[src/rtl/xorlfsr_cmd_sequencer.sv]
// Host command front-end for the 8-lane XOR-LFSR keystream core.
// Optional: XORSEQ_AUTOSEED_EN pulses setseed after every seed load.
module xorlfsr_cmd_sequencer #(
    parameter logic [7:0] OP_LOAD    = 8'h01,
    parameter logic [7:0] OP_SET     = 8'h02,
    parameter logic [7:0] OP_STREAM  = 8'h03,
    parameter int         SEED_BYTES = 16
) (
    input  logic       dataclk,
    input  logic       reset,
    input  logic       in_valid,
    output logic       in_ready,
    input  logic [7:0] in_data,
    output logic       out_valid,
    output logic [7:0] out_data,
    output logic       err,
    output logic [7:0] core_datain,
    output logic       core_seeddata,
    output logic       core_setseed,
    output logic       core_streamdata,
    input  logic [7:0] core_dataout
);

    localparam int CW = (SEED_BYTES > 1) ? $clog2(SEED_BYTES) : 1;
    localparam logic [CW-1:0] CNT_LAST = CW'(SEED_BYTES - 1);

    typedef enum logic [2:0] {
        S_IDLE,
        S_LOAD,
        S_SETP,
        S_LEN,
        S_STRM
    } state_e;

    state_e          state_q;
    logic [CW-1:0]   cnt_q;
    logic [8:0]      rem_q;
    logic            rdy_q;
    logic            ov_q;
    logic            err_q;
    logic            seed_q;
    logic            set_q;
    logic            strm_q;
    logic [7:0]      din_q;
    logic            acc;

    assign acc = in_valid & rdy_q;

    // Command FSM; every output is a register, strobes default low.
    always_ff @(posedge dataclk) begin
        if (reset) begin
            state_q <= S_IDLE;
            cnt_q   <= '0;
            rem_q   <= '0;
            rdy_q   <= 1'b0;
            ov_q    <= 1'b0;
            err_q   <= 1'b0;
            seed_q  <= 1'b0;
            set_q   <= 1'b0;
            strm_q  <= 1'b0;
            din_q   <= '0;
        end else begin
            seed_q <= 1'b0;
            set_q  <= 1'b0;
            strm_q <= 1'b0;
            rdy_q  <= 1'b1;
            ov_q   <= strm_q;
            unique case (state_q)
                S_IDLE: begin
                    if (acc) begin
                        if (in_data == OP_LOAD) begin
                            state_q <= S_LOAD;
                            cnt_q   <= '0;
                        end else if (in_data == OP_SET) begin
                            state_q <= S_SETP;
                            rdy_q   <= 1'b0;
                        end else if (in_data == OP_STREAM) begin
                            state_q <= S_LEN;
                        end else begin
                            err_q   <= 1'b1;
                        end
                    end
                end
                S_LOAD: begin
                    if (acc) begin
                        din_q  <= in_data;
                        seed_q <= 1'b1;
                        cnt_q  <= cnt_q + 1'b1;
                        if (cnt_q == CNT_LAST) begin
`ifdef XORSEQ_AUTOSEED_EN
                            state_q <= S_SETP;
                            rdy_q   <= 1'b0;
`else
                            state_q <= S_IDLE;
`endif
                        end
                    end
                end
                S_SETP: begin
                    set_q   <= 1'b1;
                    state_q <= S_IDLE;
                end
                S_LEN: begin
                    if (acc) begin
                        if (in_data == 8'd0) begin
                            rem_q <= 9'd256;
                        end else begin
                            rem_q <= {1'b0, in_data};
                        end
                        state_q <= S_STRM;
                    end
                end
                S_STRM: begin
                    if (acc) begin
                        din_q  <= in_data;
                        strm_q <= 1'b1;
                        rem_q  <= rem_q - 9'd1;
                        if (rem_q == 9'd1) begin
                            state_q <= S_IDLE;
                        end
                    end
                end
                default: begin
                    state_q <= S_IDLE;
                end
            endcase
        end
    end

    assign in_ready        = rdy_q;
    assign out_valid       = ov_q;
    assign out_data        = core_dataout;
    assign err             = err_q;
    assign core_datain     = din_q;
    assign core_seeddata   = seed_q;
    assign core_setseed    = set_q;
    assign core_streamdata = strm_q;

endmodule

[config.mk]
export PLATFORM = sky130hd
export DESIGN_NAME = xorlfsr_cmd_sequencer
export DESIGN_NICKNAME = d
export VERILOG_FILES = /design/src/rtl/xorlfsr_cmd_sequencer.sv
export SDC_FILE = /design/constraint.sdc
export NUM_CORES = 1
export LEC_CHECK = 0
export ABC_AREA = 1
export CORE_UTILIZATION = 42
export CTS_CLUSTER_SIZE = 28
export DETAILED_ROUTE_END_ITERATION = 12
export GPL_ROUTABILITY_DRIVEN = 1
export HOLD_SLACK_MARGIN = 0.02
export PLACE_DENSITY = 0.77
export SLEW_MARGIN = 25
export SYNTH_ARGS = -nofsm -noshare
export SYNTH_HDL_FRONTEND = slang
export SYNTH_SLANG_ARGS = --single-unit
[constraint.sdc]
create_clock -name dataclk -period 2.75 [get_ports dataclk]
set_input_delay 0.55 -clock dataclk [delete_from_list [all_inputs] [get_ports dataclk]]
set_output_delay 0.55 -clock dataclk [all_outputs]
set_load 0.02 [all_outputs]
==> impl_summary.log <==
[metrics] cell row count: 22
[metrics] final setup violation count: 0
[metrics] number of global-route vias before repair: approximately 1400
[metrics] synth-to-layout area growth: 19.07%
[metrics] Synth Area in Adders: 2.226%
[metrics] power density over cell area: 780.9 nW/um^2
[metrics] post-CTS setup buffers: 0
[metrics] clk_skew: roughly 7.5 ps
[metrics] H-tree level count: 2
[metrics] number of instances resized during post-cts repair: 0
[metrics] worst-case setup margin in the final layout: just over 900 ps
[metrics] total of max-cap violations: 0
[metrics] residual antenna-violating net count after detailed routing: 0
[metrics] crit start category: flip-flop
[metrics] clock buffer count from CTS: 5
[metrics] transition time at the pin with the least slew margin: roughly 340 ps
[metrics] Hold Path Cell Cnt: 2
[metrics] Endpoint, Worst Hold: out_valid
[metrics] vias post-DR: roughly 1500
[metrics] routed wirelength normalized by instance count: around 12 um
[metrics] pre-CTS setup slack: roughly 700 ps
[metrics] endpoint kind of the worst setup timing path: output port
[metrics] simple-gate portion of the synthesized area: between 30% and 40%
[metrics] count of buffers inserted at the top-level ports: 24
[metrics] DRC viols: 0
[metrics] die extent in y: 65.37 um
[metrics] library cells used by synthesis: 27
[metrics] Starting DRT DRC Count: 64
[metrics] number of warning messages in the yosys log: 0
[metrics] global route total overflow: 0
[metrics] Worst path max stage delay: just over 600 ps
[metrics] worst-skew pair later-pin latency: 280 ps
[metrics] post-synthesis sequential element count: 30
[metrics] clock net sink count: 30
[metrics] final antenna diode count: 0
[metrics] depth of the worst register-to-register path: 9
[metrics] number of buffers between clock root and the deepest sink: 2
[metrics] Total Neg Setup Slack: 0 ps
[metrics] antenna violations before repair: 0
[metrics] drt total wl: between 3000 and 4000 um
[metrics] number of nets in the finished design: 281
[metrics] pin count of the biggest net entering global routing: 14
[metrics] Initial Utilization: a little under half
[metrics] GRT Total Usage: between 10% and 20%
[metrics] fraction of final layout cells with drive strength greater than 1: approximately 16%
[metrics] kind of cell adding the most delay to the critical path: buffers and inverters
[metrics] wire length of the first global-routing pass: about 6500 um
[metrics] overall power after layout: 1.568 mW
[metrics] HPWL after DPL: between 2000 and 3000 um
[metrics] Crit Path Max Fanout: 2
[metrics] utilization after layout: between 50% and 60%
[metrics] Synth Area per Inst: a little over 7 um^2
[metrics] buffer cell driving the clock tree root: clkbuf_8
[metrics] Final Slew Violations: 0
[metrics] CORE AREA: about 3700 um^2
[metrics] last weighted congestion value of the routability-driven placer: around 0.86
[metrics] CTS tree: done
[metrics] dominant combinational cell family by area after synthesis: simple AND/OR/NAND/NOR gates
[metrics] type of the worst min-delay path: reg2reg
[metrics] start of the worst register-to-register path: state_q[2]
[metrics] Worst Path Buf+Inv: 1
[metrics] Syn Inst Count: 239
[metrics] final critical-path share of the clock period: 66.07%
[metrics] status: completed
[metrics] CP Data Arrival Time: approximately 1300 ps
[metrics] First-pass DRT Iterations: 4
[metrics] number of hold violations in the final report: 0
[metrics] relative slew slack: between 70 and 80%
[metrics] library cell contributing the largest single delay on the critical path: clkdlybuf4s50_1
[metrics] maximum resistive drop on vdd: between 0.0005 and 0.0006 V
[metrics] setup repair after global routing missed its margin: no
[metrics] Die Outline Area: about 4300 um^2
[metrics] compound-gate portion of the synthesized area: between 15 and 20%
[metrics] number of I/O pins: between 40 and 50
[metrics] shortest period the worst path allows: approximately 1800 ps
[metrics] critical register-to-register path endpoint: core_datain[0]
[metrics] vias per cell: around 5.0
[metrics] critical setup path kind: reg2out
[metrics] clock-pin slew of the registers on the worst-case setup and hold paths: approximately 70 ps
[metrics] multiplexer share of the synthesized area: 0%
[metrics] data required time of the worst path: around 2200 ps
[metrics] xor/xnor cell area share of the yosys netlist: just over 1%
[metrics] count of fill cells added during filler insertion: about 380
[metrics] sequential element share of the synthesized area: 35.61%
[metrics] floorplan die width: about 65 um
[metrics] startpoint of the lowest-slack hold path: core_streamdata
[metrics] post-synthesis cell area: between 1500 and 2000 um^2
[metrics] Max Freq: between 0.5 and 0.6 GHz
[metrics] leakage power of the design: approximately 0.86 nW
[metrics] number of buffers inserted for hold repair after clock tree synthesis: 0
[metrics] worst reg-to-reg setup slack: ~1300 ps
[metrics] net count after synthesis: between 200 and 300
[metrics] crit path cell chain: clkdlybuf4s50_1
-- sequential cells by signal, summed over array words and instances, names as in the netlist --
| signal | flops |
|---|---|
| core_streamdata | 1 |
| cnt_q | 4 |
| err | 1 |
| out_valid | 1 |
| core_seeddata | 1 |
| state_q | 3 |
| core_datain | 8 |
| rem_q | 9 |
| in_ready | 1 |
| core_setseed | 1 |
-- cell usage in the layout, fill, tap and decap left out, drive strengths merged, types with 2 or more instances in the layout --
cell / n
a31oi: 3
nand2: 44
nor3: 10
clkdlybuf4s50: 24
nand3: 14
ha: 3
a21oi: 15
dfxtp: 30
xor2: 2
nor2: 39
inv: 34
clkbuf: 7
buf: 3
o21ai: 29
-- worst max path at each step --
stage	depth (start not counted)	end	from
finish	1	core_datain[6]	core_datain[6]
global route	8	rem_q[1]	in_valid
CTS	1	core_datain[0]	core_datain[0]
detailed placement	8	rem_q[1]	in_valid
global placement	8	rem_q[1]	in_valid
floorplan	10	cnt_q[1]	in_data[5]
-- where the power goes --
group,internal [mW],switching (mW)
sequential,0.496,0.0522
clock,0.271,0.167
combinational,0.221,0.361
total,0.988,0.580
-- metrics by stage --
stage	area, um^2	hold WS [ps]	cells
after floorplan	1687	453.0	239
after global placement	1902	409.8	300
after detailed placement	1902	417.4	300
after CTS	2008	427.2	308
after global routing	2008	468.3	308
final	2008	421.1	308
-- cells by family after synthesis --
family | after synthesis
buffers and inverters | 48
flip-flops | 30
XOR/XNOR | 2
AND/OR/NAND/NOR | 108
AO/OA/AOI/OAI | 48
adder cells (fa/ha/maj) | 3
-- metal layers --
metal | GRT usage (%) | wire, um | vias up
li1 | - | - | 802
met1 | 26.20 | 1788 | 673
met2 | 30.67 | 1569 | 44
met3 | 5.208 | 208 | 7
met4 | 6.793 | 50 | 0
met5 | 0 | 0 | -
-- area by class of cell --
| cell class | instances | area, um^2 | area share [%] |
|---|---|---|---|
| clock inverter | 1 | 30.03 | 1.495 |
| tap | 48 | 60.06 | 2.991 |
| inverter | 34 | 130.1 | 6.480 |
| timing repair buffer | 27 | 262.8 | 13.08 |
| clock buffer | 7 | 76.32 | 3.801 |
| multi-input combinational | 161 | 848.3 | 42.24 |
| sequential | 30 | 600.6 | 29.91 |
-- cell usage after synthesis --
cell type,n,area (um^2)
dfxtp_1,30,600.6
clkbuf_1,1,3.750
nand2_4,2,22.52
nand3_1,13,65.06
buf_2,2,10.01
inv_2,8,30.03
xor2_1,2,17.52
nor3_1,10,50.05
inv_1,25,93.84
nor2_4,2,22.52
nor4_1,1,6.260
ha_1,3,37.54
buf_6,3,33.78
a31oi_1,3,18.77
nand2_2,4,25.02
o211ai_1,1,7.510
nor2_2,4,25.02
buf_4,8,60.06
a21oi_1,15,75.07
o21ai_2,10,87.58
nand2_1,38,142.6
o21ai_1,10,50.05
nor2_8,1,20.02
nor2_1,32,120.1
inv_4,1,6.260
o21ai_0,9,45.04
nand3_2,1,10.01
No activity file was read; power rests on OpenSTA's default activity.
==> RTL change 1: new RTL, same flow settings <==
`SEED_BYTES`: 16 -> 8.
--- a/src/rtl/xorlfsr_cmd_sequencer.sv
+++ b/src/rtl/xorlfsr_cmd_sequencer.sv
@@ -4,7 +4,7 @@
     parameter logic [7:0] OP_LOAD    = 8'h01,
     parameter logic [7:0] OP_SET     = 8'h02,
     parameter logic [7:0] OP_STREAM  = 8'h03,
-    parameter int         SEED_BYTES = 16
+    parameter int         SEED_BYTES = 8
 ) (
     input  logic       dataclk,
     input  logic       reset,
Check against the original RTL: same outputs for any inputs over 10 cycles, from zero or initial values and one cycle with reset high; that may be too few to reach the edited logic, so the function may still have changed.
==> RTL change 1 against the original RTL <==
Power fell by 1.1%; synthesized cell count is 6.3% lower; final area is 4.5% lower; setup slack better by 27 ps; largest cell class unchanged; utilization is 2.0 points lower; routed wire length fell by 6.5%; sequential cell count shrank 1; first-iteration DRC count is 67% higher; area after synthesis is 2.2% lower; sequential power rose by 3%.
==> RTL change 1: results (changes against the original RTL) <==
* Status: completed
* Met1 WL at 1580 µm (-12%)
* Synth Area in Adders at 0.0303 (+0.00809)
* Post-place instance area at 1840 µm² (-3.4%)
* Nets at 266 (-5.3%)
* Distinct cell type count after synthesis at 30 (+11%)
* WL met3 at 281 µm (+35%)
* Reg-to-reg startpoint: rem_q[0]
* Initial DRC count at 107 (+67%)
* Vias at 1435 (-6.0%)
* Net Count, Synth at 247 (-5.4%)
* Ranking of synthesized cells by area: dfxtp_1, nand2_1, nor2_1
* Syn_area_per_cell at 7.36 µm² (+4.3%)
* Post-synthesis compound-gate area fraction at 0.201 (+0.0327)
* Fraction of layout cells with a size suffix above 1 at 0.139 (-0.0222)
* CP endpoint: core_datain[5]
* Commonest cells in the netlist: nand2_1, nor2_1, dfxtp_1, inv_1, o21ai_0
* Crit path DAT at 1240 ps (-30 ps)
* WL met2 at 1450 µm (-7.6%)
* R2R setup slack at 1270 ps (about the same)
* Critical Path Source: core_datain[5]
* Fin Hold WS at 420 ps (-0.691 ps)
* GR Util met1 at 0.211 (-0.0513)
* Slew headroom at 0.742 (-0.0305)
* PD cells at 808 nW/µm² (+3.5%)
* GRT Overall Usage at 0.175 (-0.0225)
* Placed insts at 284 (-5.3%)
* Mux share of post-synthesis cell area at 0 (unchanged)
* Wirelength per Cell at 11.6 µm (-1.4%)
* Met2 Use GR at 0.274 (-0.0330)
* FMAX at 0.559 GHz (+1.5%)
* Global-route wire length before repair at 5490 µm (-15%)
* Hold path depth at 2 (unchanged)
* Post-DR vias/cell at 4.91 (-0.81%)
* Worst VDD drop at 0.000391 V (-30%)
* Setup Skew at 7.99 ps (+0.466 ps)
* Detail Placement HPWL at 2560 µm (-6.4%)
* Seq/Total Area, Yosys at 0.352 (-0.00403)
* Largest net degree at the start of global routing at 17 (+3)
* Number of global-route vias before repair at 1251 (-11%)
* XOR/XNOR Fraction of Synth Area at 0.00531 (-0.00507)
* Post-Place Setup Slack at 698 ps (+14.5 ps)
* Max reg flops at 9 (unchanged)
* DRT Pass-1 Iters at 4 (unchanged)
* Gpl congestion at 0.923 (+7.3%)
* R2R depth at 8 (-1)
* Met3 GRT Util at 0.0616 (+0.00954)
* Leak at 0.000875 µW (+1.7%)
* Fill count at 357 (-5.6%)
* RR Endpoint: rem_q[6]
RTL change 1: changes by cell type after synthesis, moves of 4 or more:
cell | unedited run | this run
o21ai_0 | 9 | 22
nand3_1 | 13 | 8
nor3_1 | 10 | 2
inv_2 | 8 | 4
o21ai_1 | 10 | 0
nor2_2 | 4 | 0
inv_1 | 25 | 29
a21oi_2 | 0 | 7
RTL change 1: report_power, final:
group | switching (µW) | internal, µW
sequential | 69.2 | 497
combinational | 404 | 251
clock | 151 | 179
total | 624 | 927
RTL change 1: worst register-to-register path, stage by stage, from the launching register on:
cell and delay, ps:
dfxtp_1 350, inv_1 130, ha_1 240, inv_1 70, nor2_1 130, nand2_1 90, o21ai_0 160, o21ai_0 100
a21oi_1 130
RTL change 1: cell type report:
class / count / share of cell area
flip-flops and latches: 29 / 0.303
multi-input cells: 148 / 0.426
well taps: 48 / 0.0313
clock buffers: 8 / 0.0417
repair buffers: 25 / 0.129
inverters: 34 / 0.0691
==> RTL change 2: new RTL, same flow settings <==
Without the edit above. Register the output `err` once more, without a reset; this adds one clock of latency there. The other outputs are not delayed to match.
--- a/src/rtl/xorlfsr_cmd_sequencer.sv
+++ b/src/rtl/xorlfsr_cmd_sequencer.sv
@@ -130,7 +130,9 @@
     assign in_ready        = rdy_q;
     assign out_valid       = ov_q;
     assign out_data        = core_dataout;
-    assign err             = err_q;
+    always_ff @(posedge dataclk) begin
+        err <= err_q;
+    end
     assign core_datain     = din_q;
     assign core_seeddata   = seed_q;
     assign core_setseed    = set_q;
Check against the original RTL: not equivalent (Yosys sat finds a counterexample within 4 cycles, from zero or initial values and one cycle with reset high).
==> RTL change 2 against the original RTL <==
Sequential cell count up 1; clock skew fell by 3.8 ps; setup slack improved by 5.9 ps; fmax increased by 0.33%; combinational power about the same; sequential share of layout area up 1.1 points; area after synthesis up 1.2%; final area is 0.25% lower; power shrank 5.3%; routed wire length fell by 2.0%.
==> RTL change 2: results (changes against the original RTL) <==
* Detail Placement HPWL at 2650 µm (-2.9%)
* Gpl congestion at 0.860 (about the same)
* Status: completed
* Leak at 0.000859 µW (-0.23%)
* Post_cts resized at 0 (unchanged)
* Seq/Total Area, Yosys at 0.364 (+0.00755)
* Switch share at 0.385 (+0.0154)
* Clock buffer count from CTS at 5 (unchanged)
* Crit path max-delay family: buffers and inverters
* Largest net degree at the start of global routing at 12 (-2)
* Initial DRC count at 50 (-22%)
* Crit path max-delay cell type: clkdlybuf4s50_1
* Main flop type after synthesis: dfxtp_1
* Critical Path Max Stage Delay at 450 ps (-170 ps)
* Ranking of synthesized cells by area: dfxtp_1, nand2_1, nor2_1
* Fraction of layout cells with a size suffix above 1 at 0.161 (-0.000619)
* Min-delay src: err_q
* Nets at 282 (+0.36%)
* Worst VDD drop at 0.000435 V (-22%)
* Commonest cells in the netlist: nand2_1, nor2_1, dfxtp_1
* DRT Pass-1 Iters at 4 (unchanged)
* Vias at 1511 (-0.98%)
* Reg-to-reg startpoint: state_q[2]
* Crit path max fanout at 11 (+9)
* Post-place instance area at 1920 µm² (+1.1%)
* Post-synthesis compound-gate area fraction at 0.166 (-0.00198)
* Initial antenna violation count at 0 (unchanged)
* H-tree depth at 2 (unchanged)
* Global-route wire length before repair at 6050 µm (-6.5%)
* Crit path DAT at 1980 ps (+710 ps)
* GRT Overall Usage at 0.187 (-0.0100)
* Slew headroom at 0.715 (-0.0575)
* Number of global-route vias before repair at 1353 (-4.1%)
* Fill count at 361 (-4.5%)
* Synth Area in Adders at 0.0220 (-0.000261)
* Setup Skew at 3.74 ps (-3.78 ps)
* Yosys warnings at 0 (unchanged)
* FFs w/ async S/R, synth at 0 (unchanged)
* XOR/XNOR Fraction of Synth Area at 0.0103 (-0.000122)
* Max reg flops at 9 (unchanged)
* Hold Crit Class: flip-flop to flip-flop
* Wirelength per Cell at 11.5 µm (-2.3%)
* PortBufs at 24 (unchanged)
* Critical Path Source: in_valid
* Root buf cell: clkbuf_8
* Setup Fix Bufs, Post-CTS at 0 (unchanged)
* Net Count, Synth at 262 (+0.38%)
==> RTL change 2: stage by stage <==
step	instances	worst slack [ps]	hold WS, ps	power [µW]	util
after detailed placement	301	688	356	1150	0.510
after global placement	301	733	354	1150	0.510
final	309	939	370	1480	0.531
after floorplan	240	1340	331	1020	-
after global routing	309	806	377	1600	0.531
after CTS	309	964	365	1500	0.531
==> RTL change 2: final timing paths <==
check	end	slack, ps	cells after the start
worst min register to register	err	370	0
worst max-delay path	rem_q[0]	940	8
worst min-delay path	err	370	0
worst max register to register	cnt_q[1]	1240	11
==> RTL change 2: kinds of logic after synthesis <==
| group | Yosys count |
|---|---|
| xor gates and xnor gates | 2 |
| AOI/OAI and AO/OA | 48 |
| buffers and inverters | 48 |
| and+or+nand+nor | 108 |
| adders and majority gates | 3 |
| DFF | 31 |
==> RTL change 2: metal layers <==
metal,share of wire,vias up,wire (µm),GRT usage
li1,-,802,-,-
met1,0.49,663,1740,0.249
met2,0.44,40,1550,0.274
met3,0.055,6,195,0.0556
met4,0.017,0,62,0.0870
met5,0,-,0,0
==> RTL change 2: final cells by class <==
class	count	area, µm²	area share
inverters	34	130	0.0650
flip-flops and latches	31	621	0.310
clock inverters	1	5.00	0.00250
clock buffers	7	76.3	0.0381
well taps	48	60.1	0.0300
multi-input cells	161	848	0.423
repair buffers	27	263	0.131
==> RTL change 2: power by group through the flow <==
stage	registers [µW]	clock network [µW]	logic, µW
global placement	574	0	572
CTS	565	350	582
detailed placement	574	0	579
floorplan	604	0	417
finish	566	338	581
global route	573	376	647
